### src/rtl/cpu_ctrl_fsm_if.sv
// rtl/cpu_ctrl_fsm_if.sv - control bus between cpu_ctrl_fsm and the 16-bit datapath
// Optional step_req input exists only when CTRL_SINGLE_STEP_EN is defined.
interface cpu_ctrl_fsm_if;
    logic [15:0] ram_out;
    logic [4:0]  flags_in;
`ifdef CTRL_SINGLE_STEP_EN
    logic        step_req;
`endif
    logic        pc_en;
    logic        pc_mux_selct;
    logic [15:0] pc_add_k;
    logic        en_a;
    logic        ram_we;
    logic        lsc_mux_selct;
    logic        reg_we;
    logic [3:0]  reg_waddr;
    logic [3:0]  Rdest_select;
    logic [3:0]  Rsrc_select;
    logic        Imm_select;
    logic [15:0] Imm_out;
    logic [7:0]  opcode;
    logic        fsm_alu_mem_selct;
    logic [15:0] ir_out;
    logic        halted;

    modport master (
        input  ram_out, flags_in,
`ifdef CTRL_SINGLE_STEP_EN
        input  step_req,
`endif
        output pc_en, pc_mux_selct, pc_add_k, en_a, ram_we, lsc_mux_selct,
               reg_we, reg_waddr, Rdest_select, Rsrc_select, Imm_select,
               Imm_out, opcode, fsm_alu_mem_selct, ir_out, halted
    );

    modport slave (
        output ram_out, flags_in,
`ifdef CTRL_SINGLE_STEP_EN
        output step_req,
`endif
        input  pc_en, pc_mux_selct, pc_add_k, en_a, ram_we, lsc_mux_selct,
               reg_we, reg_waddr, Rdest_select, Rsrc_select, Imm_select,
               Imm_out, opcode, fsm_alu_mem_selct, ir_out, halted
    );
endinterface

### src/rtl/cpu_ctrl_fsm.sv
// rtl/cpu_ctrl_fsm.sv - multi-cycle fetch/decode/exec/mem/wb control FSM for the 16-bit CPU
// Optional single-step mode is enabled by defining CTRL_SINGLE_STEP_EN.
module cpu_ctrl_fsm #(
    parameter int RESET_PC_HOLD = 0
) (
    input logic            clk,
    input logic            reset,
    cpu_ctrl_fsm_if.master bus
);
    typedef enum logic [2:0] {
        S_FETCH, S_DECODE, S_EXEC, S_MEM, S_WB, S_HALT
    } state_t;

    state_t      state, state_n;
    logic [15:0] ir;
    logic [4:0]  flags_reg;
    logic [3:0]  hold_cnt;
    logic        fetch_ok;

    logic [3:0]  op, rd, ext, rs;
    logic [15:0] imm_sext;
    logic        is_imm, is_alu, is_cmp, is_load, is_stor, is_branch, is_halt;
    logic        taken;

    assign op       = ir[15:12];
    assign rd       = ir[11:8];
    assign ext      = ir[7:4];
    assign rs       = ir[3:0];
    assign imm_sext = {{8{ir[7]}}, ir[7:0]};

    assign is_imm    = op inside {4'h1, 4'h2, 4'h3, 4'h5, 4'h6, 4'h7, 4'h9, 4'hB, 4'hD};
    assign is_alu    = (op == 4'h0) || is_imm;
    assign is_cmp    = ((op == 4'h0) && (ext == 4'hB)) || (op == 4'hB);
    assign is_load   = (op == 4'h4) && (ext == 4'h0);
    assign is_stor   = (op == 4'h4) && (ext == 4'h4);
    assign is_branch = (op == 4'hC);
    assign is_halt   = (op == 4'hF);

    // flags_reg = {C, L, F, Z, N}; condition code lives in the rd field
    always_comb begin
        taken = 1'b0;
        case (rd)
            4'h0: taken = flags_reg[1];
            4'h1: taken = !flags_reg[1];
            4'h2: taken = flags_reg[4];
            4'h3: taken = !flags_reg[4];
            4'h4: taken = flags_reg[0];
            4'h5: taken = !flags_reg[0];
            4'h6: taken = flags_reg[2];
            4'h7: taken = !flags_reg[2];
            4'hE: taken = 1'b1;
            default: taken = 1'b0;
        endcase
    end

`ifdef CTRL_SINGLE_STEP_EN
    logic step_q, step_armed;

    // One instruction per rising edge of step_req, however long it is held
    always_ff @(posedge clk or posedge reset) begin
        if (reset) begin
            step_q     <= 1'b0;
            step_armed <= 1'b0;
        end else begin
            step_q <= bus.step_req;
            if (state == S_FETCH && fetch_ok)
                step_armed <= 1'b0;
            else if (bus.step_req && !step_q)
                step_armed <= 1'b1;
        end
    end

    assign fetch_ok = (hold_cnt == 4'd0) && step_armed;
`else
    assign fetch_ok = (hold_cnt == 4'd0);
`endif

    always_ff @(posedge clk or posedge reset) begin
        if (reset) begin
            state     <= S_FETCH;
            ir        <= 16'h0000;
            flags_reg <= 5'b00000;
            hold_cnt  <= 4'(RESET_PC_HOLD);
        end else begin
            state <= state_n;
            if (state == S_DECODE)
                ir <= bus.ram_out;
            if (state == S_EXEC && is_alu)
                flags_reg <= bus.flags_in;
            if (state == S_FETCH && hold_cnt != 4'd0)
                hold_cnt <= hold_cnt - 4'd1;
        end
    end

    always_comb begin
        state_n               = state;
        bus.pc_en             = 1'b0;
        bus.pc_mux_selct      = 1'b0;
        bus.pc_add_k          = 16'h0000;
        bus.en_a              = 1'b0;
        bus.ram_we            = 1'b0;
        bus.lsc_mux_selct     = 1'b0;
        bus.reg_we            = 1'b0;
        bus.reg_waddr         = 4'h0;
        bus.Rdest_select      = 4'h0;
        bus.Rsrc_select       = 4'h0;
        bus.Imm_select        = 1'b0;
        bus.Imm_out           = 16'h0000;
        bus.opcode            = 8'h00;
        bus.fsm_alu_mem_selct = 1'b0;
        bus.ir_out            = ir;
        bus.halted            = 1'b0;

        case (state)
            S_FETCH: begin
                if (fetch_ok) begin
                    bus.en_a = 1'b1;
                    state_n  = S_DECODE;
                end
            end
            S_DECODE: state_n = S_EXEC;
            S_EXEC: begin
                state_n = S_FETCH;
                if (is_alu) begin
                    bus.Rdest_select = rd;
                    bus.Rsrc_select  = rs;
                    bus.reg_we       = !is_cmp;
                    bus.reg_waddr    = rd;
                    bus.opcode       = is_imm ? {op, 4'h0} : {op, ext};
                    bus.Imm_select   = is_imm;
                    bus.Imm_out      = is_imm ? imm_sext : 16'h0000;
                    bus.pc_en        = 1'b1;
                end else if (is_load) begin
                    bus.Rsrc_select   = rs;
                    bus.lsc_mux_selct = 1'b1;
                    bus.en_a          = 1'b1;
                    state_n           = S_MEM;
                end else if (is_stor) begin
                    bus.Rdest_select  = rd;
                    bus.Rsrc_select   = rs;
                    bus.lsc_mux_selct = 1'b1;
                    bus.en_a          = 1'b1;
                    bus.ram_we        = 1'b1;
                    bus.pc_en         = 1'b1;
                end else if (is_branch) begin
                    bus.pc_mux_selct = taken;
                    bus.pc_add_k     = taken ? imm_sext : 16'h0000;
                    bus.pc_en        = 1'b1;
                end else if (is_halt) begin
                    state_n = S_HALT;
                end else begin
                    bus.pc_en = 1'b1;
                end
            end
            S_MEM: begin
                bus.lsc_mux_selct = 1'b1;
                bus.Rsrc_select   = rs;
                state_n           = S_WB;
            end
            S_WB: begin
                bus.fsm_alu_mem_selct = 1'b1;
                bus.reg_we            = 1'b1;
                bus.reg_waddr         = rd;
                bus.pc_en             = 1'b1;
                state_n               = S_FETCH;
            end
            S_HALT: bus.halted = 1'b1;
            default: state_n = S_FETCH;
        endcase

        // Reset is asynchronous, so strobes must drop the moment it rises
        if (reset) begin
            bus.pc_en             = 1'b0;
            bus.pc_mux_selct      = 1'b0;
            bus.pc_add_k          = 16'h0000;
            bus.en_a              = 1'b0;
            bus.ram_we            = 1'b0;
            bus.lsc_mux_selct     = 1'b0;
            bus.reg_we            = 1'b0;
            bus.reg_waddr         = 4'h0;
            bus.Rdest_select      = 4'h0;
            bus.Rsrc_select       = 4'h0;
            bus.Imm_select        = 1'b0;
            bus.Imm_out           = 16'h0000;
            bus.opcode            = 8'h00;
            bus.fsm_alu_mem_selct = 1'b0;
            bus.ir_out            = 16'h0000;
            bus.halted            = 1'b0;
        end
    end
endmodule

### src/flat_wrapper.sv
// flat-port wrapper written by rule: the top's interface ports become plain ports
module cpu_ctrl_fsm_flat 
#(
    parameter int RESET_PC_HOLD = 0
)
  (clk, reset, bus_ram_out, bus_flags_in, bus_pc_en, bus_pc_mux_selct, bus_pc_add_k, bus_en_a, bus_ram_we, bus_lsc_mux_selct, bus_reg_we, bus_reg_waddr, bus_Rdest_select, bus_Rsrc_select, bus_Imm_select, bus_Imm_out, bus_opcode, bus_fsm_alu_mem_selct, bus_ir_out, bus_halted);
  cpu_ctrl_fsm_if bus_i ();
  input logic clk;
  input logic reset;
  input wire logic [$bits(bus_i.ram_out)-1:0] bus_ram_out;
  input wire logic [$bits(bus_i.flags_in)-1:0] bus_flags_in;
  output wire logic [$bits(bus_i.pc_en)-1:0] bus_pc_en;
  output wire logic [$bits(bus_i.pc_mux_selct)-1:0] bus_pc_mux_selct;
  output wire logic [$bits(bus_i.pc_add_k)-1:0] bus_pc_add_k;
  output wire logic [$bits(bus_i.en_a)-1:0] bus_en_a;
  output wire logic [$bits(bus_i.ram_we)-1:0] bus_ram_we;
  output wire logic [$bits(bus_i.lsc_mux_selct)-1:0] bus_lsc_mux_selct;
  output wire logic [$bits(bus_i.reg_we)-1:0] bus_reg_we;
  output wire logic [$bits(bus_i.reg_waddr)-1:0] bus_reg_waddr;
  output wire logic [$bits(bus_i.Rdest_select)-1:0] bus_Rdest_select;
  output wire logic [$bits(bus_i.Rsrc_select)-1:0] bus_Rsrc_select;
  output wire logic [$bits(bus_i.Imm_select)-1:0] bus_Imm_select;
  output wire logic [$bits(bus_i.Imm_out)-1:0] bus_Imm_out;
  output wire logic [$bits(bus_i.opcode)-1:0] bus_opcode;
  output wire logic [$bits(bus_i.fsm_alu_mem_selct)-1:0] bus_fsm_alu_mem_selct;
  output wire logic [$bits(bus_i.ir_out)-1:0] bus_ir_out;
  output wire logic [$bits(bus_i.halted)-1:0] bus_halted;
  assign bus_i.ram_out = bus_ram_out;
  assign bus_i.flags_in = bus_flags_in;
  assign bus_pc_en = bus_i.pc_en;
  assign bus_pc_mux_selct = bus_i.pc_mux_selct;
  assign bus_pc_add_k = bus_i.pc_add_k;
  assign bus_en_a = bus_i.en_a;
  assign bus_ram_we = bus_i.ram_we;
  assign bus_lsc_mux_selct = bus_i.lsc_mux_selct;
  assign bus_reg_we = bus_i.reg_we;
  assign bus_reg_waddr = bus_i.reg_waddr;
  assign bus_Rdest_select = bus_i.Rdest_select;
  assign bus_Rsrc_select = bus_i.Rsrc_select;
  assign bus_Imm_select = bus_i.Imm_select;
  assign bus_Imm_out = bus_i.Imm_out;
  assign bus_opcode = bus_i.opcode;
  assign bus_fsm_alu_mem_selct = bus_i.fsm_alu_mem_selct;
  assign bus_ir_out = bus_i.ir_out;
  assign bus_halted = bus_i.halted;
  cpu_ctrl_fsm #(.RESET_PC_HOLD(RESET_PC_HOLD)) u_core (.clk(clk), .reset(reset), .bus(bus_i));
endmodule
### config.mk
export PLATFORM = sky130hd
export DESIGN_NAME = cpu_ctrl_fsm_flat
export DESIGN_NICKNAME = d
export VERILOG_FILES = /design/src/rtl/cpu_ctrl_fsm_if.sv /design/src/rtl/cpu_ctrl_fsm.sv /design/src/flat_wrapper.sv
export SDC_FILE = /design/constraint.sdc
export NUM_CORES = 1
export LEC_CHECK = 0
export CAP_MARGIN = 10
export CORE_MARGIN = 1.5
export CORE_UTILIZATION = 30
export DETAILED_ROUTE_END_ITERATION = 12
export MAX_ROUTING_LAYER = met4
export PLACE_DENSITY_LB_ADDON = 0.25
export SETUP_SLACK_MARGIN = 0.1
export SLEW_MARGIN = 20
export SYNTH_ARGS = -nofsm -noshare
export SYNTH_HDL_FRONTEND = slang
export SYNTH_SLANG_ARGS = --single-unit
export TNS_END_PERCENT = 5
### constraint.sdc
create_clock -name clk -period 3.1 [get_ports clk]
set_clock_uncertainty 0.2 [all_clocks]
set_input_delay 0.775 -clock clk [delete_from_list [all_inputs] [get_ports clk]]
set_output_delay 0.775 -clock clk [all_outputs]
set_load 0.01 [all_outputs]
==> results.ini, run 1 <==
[logic_synthesis]
ys_warn_count=0
ys_seq_area_share_pct=35.5
ys_types=44
synth_flop_cell=dfrtp_1
synth_edf_count=0
syn_area_sq_um=1900
syn_nets=235
synth_seq_cells=27
synthCells=211
ys_async_sr_fraction_pct=100
syn_avg_cell_area_sq_um=9.01

[floorplan]
start_util_pct=31.5
die_y_um=82.6
die-area_sq_um=6820
die_x_um=82.6
row_count=28
io_pins=100
coreArea_sq_um=6030

[place]
port_buffers=98
place_ws_ns=-0.679
gp_congestion=0.858
placed_area_sq_um=3200
hpwlAfterDp_um=4690

[hold_path]
worstHoldPathType=reg -> reg
whs_path_depth=1
holdPathEnd=u_core.hold_cnt[3]$_DFFE_PP0P_
hp-start=u_core.hold_cnt[3]$_DFFE_PP0P_

[power]
p_sw_share_pct=43.2
p_comb_share_pct=67.4
power_w=0.00271
pwr_density_cell_nw_per_um2=814
power_frac_seq_pct=24.8
p_leak_nw=1.53
netSwitchingPower_w=0.00117
p_clk_share_pct=7.8
irDropWorstVdd_uv=397
internal_power_w=0.00154

[clock_network]
clock_sinks=27
cts_tree=built
cts_hold_buf=0
numCtsBuffers=3
clockRootBuffer=clkbuf_8
htreeDepth=1
clock_latency_ns=0.28
clk_pin_slew_ns=0.10
clock_path_buffers=2

[layout]
finalNetCount=370
largest_reg_flops=16
final_area_sq_um=3330
layout.cells.most_common=buf_4
seqCellArea_sq_um=679
final_core_util_pct=55.3
layout_common_cells=52 x buf_4, 36 x clkdlybuf4s50_1, 29 x buf_2
area_delta_synth_final_pct=75.4
antenna_cells=0
nFillCells=551
multi_input_area_sq_um=1170
drive_gt1_share_pct=43.2

[global_routing]
overflow=0
grt_pass1_vias=1944
grt_use_total_pct=19.8
antenna_found_initial=0
grt_pass1_wl_um=9910
grt_max_degree=22

[detailed_routing]
routed_wl_um=6330
wl_per_cell_um=15.1
drtAntennaViolNets=0
drt_iter0_drc=80
route.vias.total=2061
drc=0
via_per_inst=4.91
dr.pass1.iters=4

[timing]
tns_ns=-0.402
min_period_ns=3.20
finalHoldViolCount=0
period_share_pct=103
setup_ws_ns=-0.0974
slew_viol_final=0
max_freq_mhz=313
relSlewSlack_pct=57.3
tightest_slew_ns=0.635
rsz0062_at_grt=true
setup_violations=7

[run_status]
violations=negative setup slack
status=finished with violations

[worst_setup_path]
critical_path_arrival_ns=2.22
worstSetupPathType=reg -> out
cp-end-kind=output pin
reg2reg_from=u_core.state[0]$_DFFE_PP0P_
cp.required_ns=2.12
r2r-end=u_core.ir[4]$_DFFE_PP0N_
reg2reg_slack_ns=0.78
worstRegToRegCells=5
critPathMaxFanout=4
start_kind=flop

[job]
cap_violations=0

[cells in the mapped netlist, types with 3 or more instances]
cell | count | area, sq um
dfrtp_1 | 27 | 676
nor2_1 | 18 | 67.6
mux2_2 | 17 | 191
buf_4 | 16 | 120
nand2_1 | 16 | 60.1
nor2b_1 | 13 | 81.3
nor4_1 | 12 | 75.1
inv_1 | 10 | 37.5
a21oi_1 | 8 | 40.0
and2_1 | 8 | 50.1
o21ai_0 | 7 | 35.0
clkbuf_1 | 6 | 22.5
nor3_1 | 5 | 25.0
and3_1 | 4 | 25.0
nand2b_1 | 3 | 18.8
nand3_1 | 3 | 15.0
nor3b_2 | 3 | 37.5
nor4b_1 | 3 | 26.3
[layer usage]
layer  track usage (%)  vias to the layer above  share of wire, %
li1                  -                     1003                 -
met1              26.5                      974                45
met2              30.8                       78                47
met3              3.41                        6               6.5
met4              5.50                        0              0.92
met5                 -                        -                 0
[worst max-delay path, cell delays in order (launching register included)]
cell and delay [ns]:
dfrtp_1 0.40, or4b_4 0.54, or4_4 0.49, o211a_4 0.20
nor3b_2 0.16, buf_2 0.15
[timing repair]
action,4_1_cts,5_1_grt
pin swaps,17,8
setup buffers,8,0
gates resized for setup,228,14
setup endpoints to repair,77,38
hold endpoints to repair,0,0
cloned,2,0
[stage by stage]
| step | hold WS, ns | std cells |
|---|---|---|
| after global placement | 0.280 | 406 |
| after floorplan | 0.257 | 211 |
| after global routing | 0.318 | 420 |
| after CTS | 0.299 | 420 |
| after detailed placement | 0.282 | 406 |
| final | 0.293 | 420 |
[kinds of logic (layout without fill, tap and decap cells)]
family	after synthesis	count (layout)	synth area share [%]
and+or+nand+nor	100	100	31.3
buffers and inverters	35	169	10.6
DFF	27	27	35.5
AOI/OAI and AO/OA	26	26	9.35
muxes	19	19	11.1
xor gates and xnor gates	3	3	1.38
adders and majority gates	1	1	0.658
[worst max-delay path by stage]
stage                     endpoint  cells after the start                 startpoint
2_1_floorplan      bus_Imm_out[10]                      4                      reset
3_3_place_gp   bus_Rdest_select[2]                      7                      reset
3_5_place_dp   bus_Rdest_select[0]                      7                      reset
4_1_cts         bus_Rsrc_select[0]                      5  u_core.ir[13]$_DFFE_PP0N_
5_1_grt         bus_Rsrc_select[0]                      5  u_core.ir[12]$_DFFE_PP0N_
6_report        bus_Rsrc_select[0]                      5  u_core.ir[12]$_DFFE_PP0N_
[cell type report]
| cell class | count | share of cell area, % |
|---|---|---|
| timing repair buffer | 155 | 39.1 |
| multi-input combinational | 149 | 35.0 |
| sequential | 27 | 20.4 |
| tap | 75 | 2.82 |
| clock buffer | 3 | 1.24 |
| inverter | 10 | 1.24 |
| clock inverter | 1 | 0.225 |
[power by group through the flow]
stage                     registers (W)  logic (W)  clock network (W)
final                          0.000672    0.00183           0.000212
after global routing           0.000689    0.00197           0.000233
after CTS                      0.000665    0.00182           0.000220
after detailed placement       0.000644    0.00169                  0
after global placement         0.000636    0.00168                  0
after floorplan                0.000613   0.000918                  0
Power figures use the tool's default switching activity.
==> inputs of run 2 (changes only) <==
--- a/config.mk
+++ b/config.mk
@@ -9,6 +9,7 @@
 export CORE_MARGIN = 1.5
 export CORE_UTILIZATION = 30
 export DETAILED_ROUTE_END_ITERATION = 12
+export HOLD_SLACK_MARGIN = 0.12
 export MAX_ROUTING_LAYER = met4
 export PLACE_DENSITY_LB_ADDON = 0.25
 export SETUP_SLACK_MARGIN = 0.1
==> results of run 2 <==
No change in the layout: final DEF, timing and power equal those of run 1.
==> inputs of run 3 (changes only) <==
--- a/config.mk
+++ b/config.mk
@@ -12,6 +12,7 @@
 export HOLD_SLACK_MARGIN = 0.12
 export MAX_ROUTING_LAYER = met4
 export PLACE_DENSITY_LB_ADDON = 0.25
+export RECOVER_POWER = 25
 export SETUP_SLACK_MARGIN = 0.1
 export SLEW_MARGIN = 20
 export SYNTH_ARGS = -nofsm -noshare
==> results.ini, run 3 (synthesis results as in run 1) <==
[floorplan]
start_util_pct=31.5  ; unchanged
row_count=28  ; unchanged
die_x_um=82.6  ; unchanged
die_y_um=82.6  ; unchanged
coreArea_sq_um=6030  ; unchanged
io_pins=100  ; unchanged
die-area_sq_um=6820  ; unchanged

[clock_network]
clock_latency_ns=0.28  ; about the same
htreeDepth=1  ; unchanged
clockRootBuffer=clkbuf_8
clk_pin_slew_ns=0.10  ; about the same
clock_path_buffers=2  ; unchanged
cts_tree=built
numCtsBuffers=3  ; unchanged
clock_sinks=27  ; unchanged

[detailed_routing]
drtAntennaViolNets=0  ; unchanged
dr.pass1.iters=4  ; unchanged
route.vias.total=2057  ; -0.19%
via_per_inst=4.90  ; -0.19%
drc=0  ; unchanged
wl_per_cell_um=15.1  ; -0.11%
drt_iter0_drc=80  ; unchanged
routed_wl_um=6330  ; -0.11%

[hold_path]
worstHoldPathType=reg -> reg

[worst_setup_path]
start_kind=flop
critPathMaxFanout=4  ; unchanged
cp.required_ns=2.12  ; about the same
worstSetupPathType=reg -> out
critical_path_arrival_ns=2.22  ; about the same
cp-end-kind=output pin

[timing]
relSlewSlack_pct=35.9  ; -21 points
max_freq_mhz=313  ; about the same
min_period_ns=3.20  ; +0.000672 ns
setup_violations=10  ; +3
rsz0062_at_grt=true
finalHoldViolCount=0  ; unchanged
setup_ws_ns=-0.0981  ; -0.000672 ns
tightest_slew_ns=0.962  ; +0.327 ns
holdWs_ns=0.293  ; +0.0000170 ns
period_share_pct=103  ; about the same
slew_viol_final=0  ; unchanged

[job]
cap_violations=0  ; unchanged

[run_status]
status=finished with violations
violations=negative setup slack

[layout]
antenna_cells=0  ; unchanged
layout.cells.most_common=buf_4
area_delta_synth_final_pct=74.5
stdcell_count=420  ; unchanged
layout_common_cells=48 x buf_4, 36 x clkdlybuf4s50_1, 29 x buf_2
nFillCells=556  ; +0.91%
drive_gt1_share_pct=42.0  ; -1.2 points
final_core_util_pct=55.0  ; -0.29 points
finalNetCount=370  ; unchanged
largest_reg_flops=16  ; unchanged

[power]
power_frac_seq_pct=24.8  ; about the same
p_sw_share_pct=43.2  ; about the same
netSwitchingPower_w=0.00117  ; -0.27%
p_comb_share_pct=67.4  ; about the same
pwr_density_cell_nw_per_um2=816  ; +0.31%
internal_power_w=0.00154  ; -0.17%
irDropWorstVdd_uv=395  ; -0.40%
p_leak_nw=1.52  ; -0.95%
p_clk_share_pct=7.9  ; about the same

[place]
gp_congestion=0.858  ; unchanged
place_ws_ns=-0.679  ; unchanged
hpwlAfterDp_um=4690  ; unchanged
port_buffers=98  ; unchanged
dp_cells=406  ; unchanged

[global_routing]
grt_max_degree=22  ; unchanged
antenna_found_initial=0  ; unchanged
grt_pass1_wl_um=9910  ; unchanged
overflow=0  ; unchanged
grt_pass1_vias=1944  ; unchanged
grt_use_total_pct=19.8  ; unchanged

[run 3: cell count changes in the layout (fill, tap and decap cells not counted)]
| cell | change |
|---|---|
| clkinvlp_4 | -1 |
| clkinvlp_2 | +1 |
| clkbuf_1 | +4 |
| buf_4 | -4 |
[run 3: final timing paths]
kind | cells past startpoint | to | slack [ns] | from
min in group asynchronous | 5 | u_core.ir[13]$_DFFE_PP0N_ | 0.91 | reset
setup / recovery | 5 | bus_Rsrc_select[0] | -0.1 | u_core.ir[12]$_DFFE_PP0N_
hold reg to reg | 1 | u_core.hold_cnt[3]$_DFFE_PP0P_ | 0.29 | u_core.hold_cnt[3]$_DFFE_PP0P_
setup reg to reg | 5 | u_core.ir[4]$_DFFE_PP0N_ | 0.79 | u_core.state[0]$_DFFE_PP0P_
max in group asynchronous | 5 | u_core.state[1]$_DFFE_PP0P_ | 0.98 | reset
hold / removal | 1 | u_core.hold_cnt[3]$_DFFE_PP0P_ | 0.29 | u_core.hold_cnt[3]$_DFFE_PP0P_
[run 3: stage by stage]
stage / TNS (ns) / total power (W) / area (sq um)
final: -0.423 / 0.00271 / 3320
after global routing: -2.19 / 0.00289 / 3320
after CTS: -1.83 / 0.00270 / 3300
after detailed placement: -31.30 / 0.00233 / 3200
after global placement: -30.47 / 0.00232 / 3200
after floorplan: -0.313 / 0.00153 / 1920
[run 3: power by group through the flow]
stage | combinational [W] | sequential [W] | clock (W)
global route | 0.00197 | 0.000689 | 0.000233
finish | 0.00182 | 0.000670 | 0.000213
global placement | 0.00168 | 0.000636 | 0
CTS | 0.00182 | 0.000665 | 0.000220
detailed placement | 0.00169 | 0.000644 | 0
floorplan | 0.000918 | 0.000613 | 0
[run 3: routing by layer]
metal  GRT usage, %  part of all wire, %
met4           5.50                 0.92
met1           26.5                   45
met5              -                    0
met3           3.41                  6.6
met2           30.8                   47
[run 3: repair_timing]
| action | 4_1_cts | 5_1_grt |
|---|---|---|
| setup endpoints to repair | 77 | 38 |
| buffers inserted | 8 | 0 |
| gates cloned | 2 | 0 |
| gates resized for setup | 228 | 14 |
| hold buffers | 0 | 0 |
| pin swaps | 17 | 8 |
[run 3: critical path, stage by stage (launching register included)]
cell	delay (ns)
dfrtp_1	0.40
or4b_4	0.54
or4_4	0.49
o211a_4	0.20
nor3b_2	0.16
buf_2	0.15
[run 3: layout make-up]
class	instances	area, sq um	share of cell area (%)
Sequential cell	27	679	20.5
Tap cell	75	93.8	2.83
Clock inverter	1	7.51	0.226
Multi-Input combinational cell	149	1170	35.2
Timing Repair Buffer	155	1290	38.9
Inverter	10	38.8	1.17
Clock buffer	3	41.3	1.25
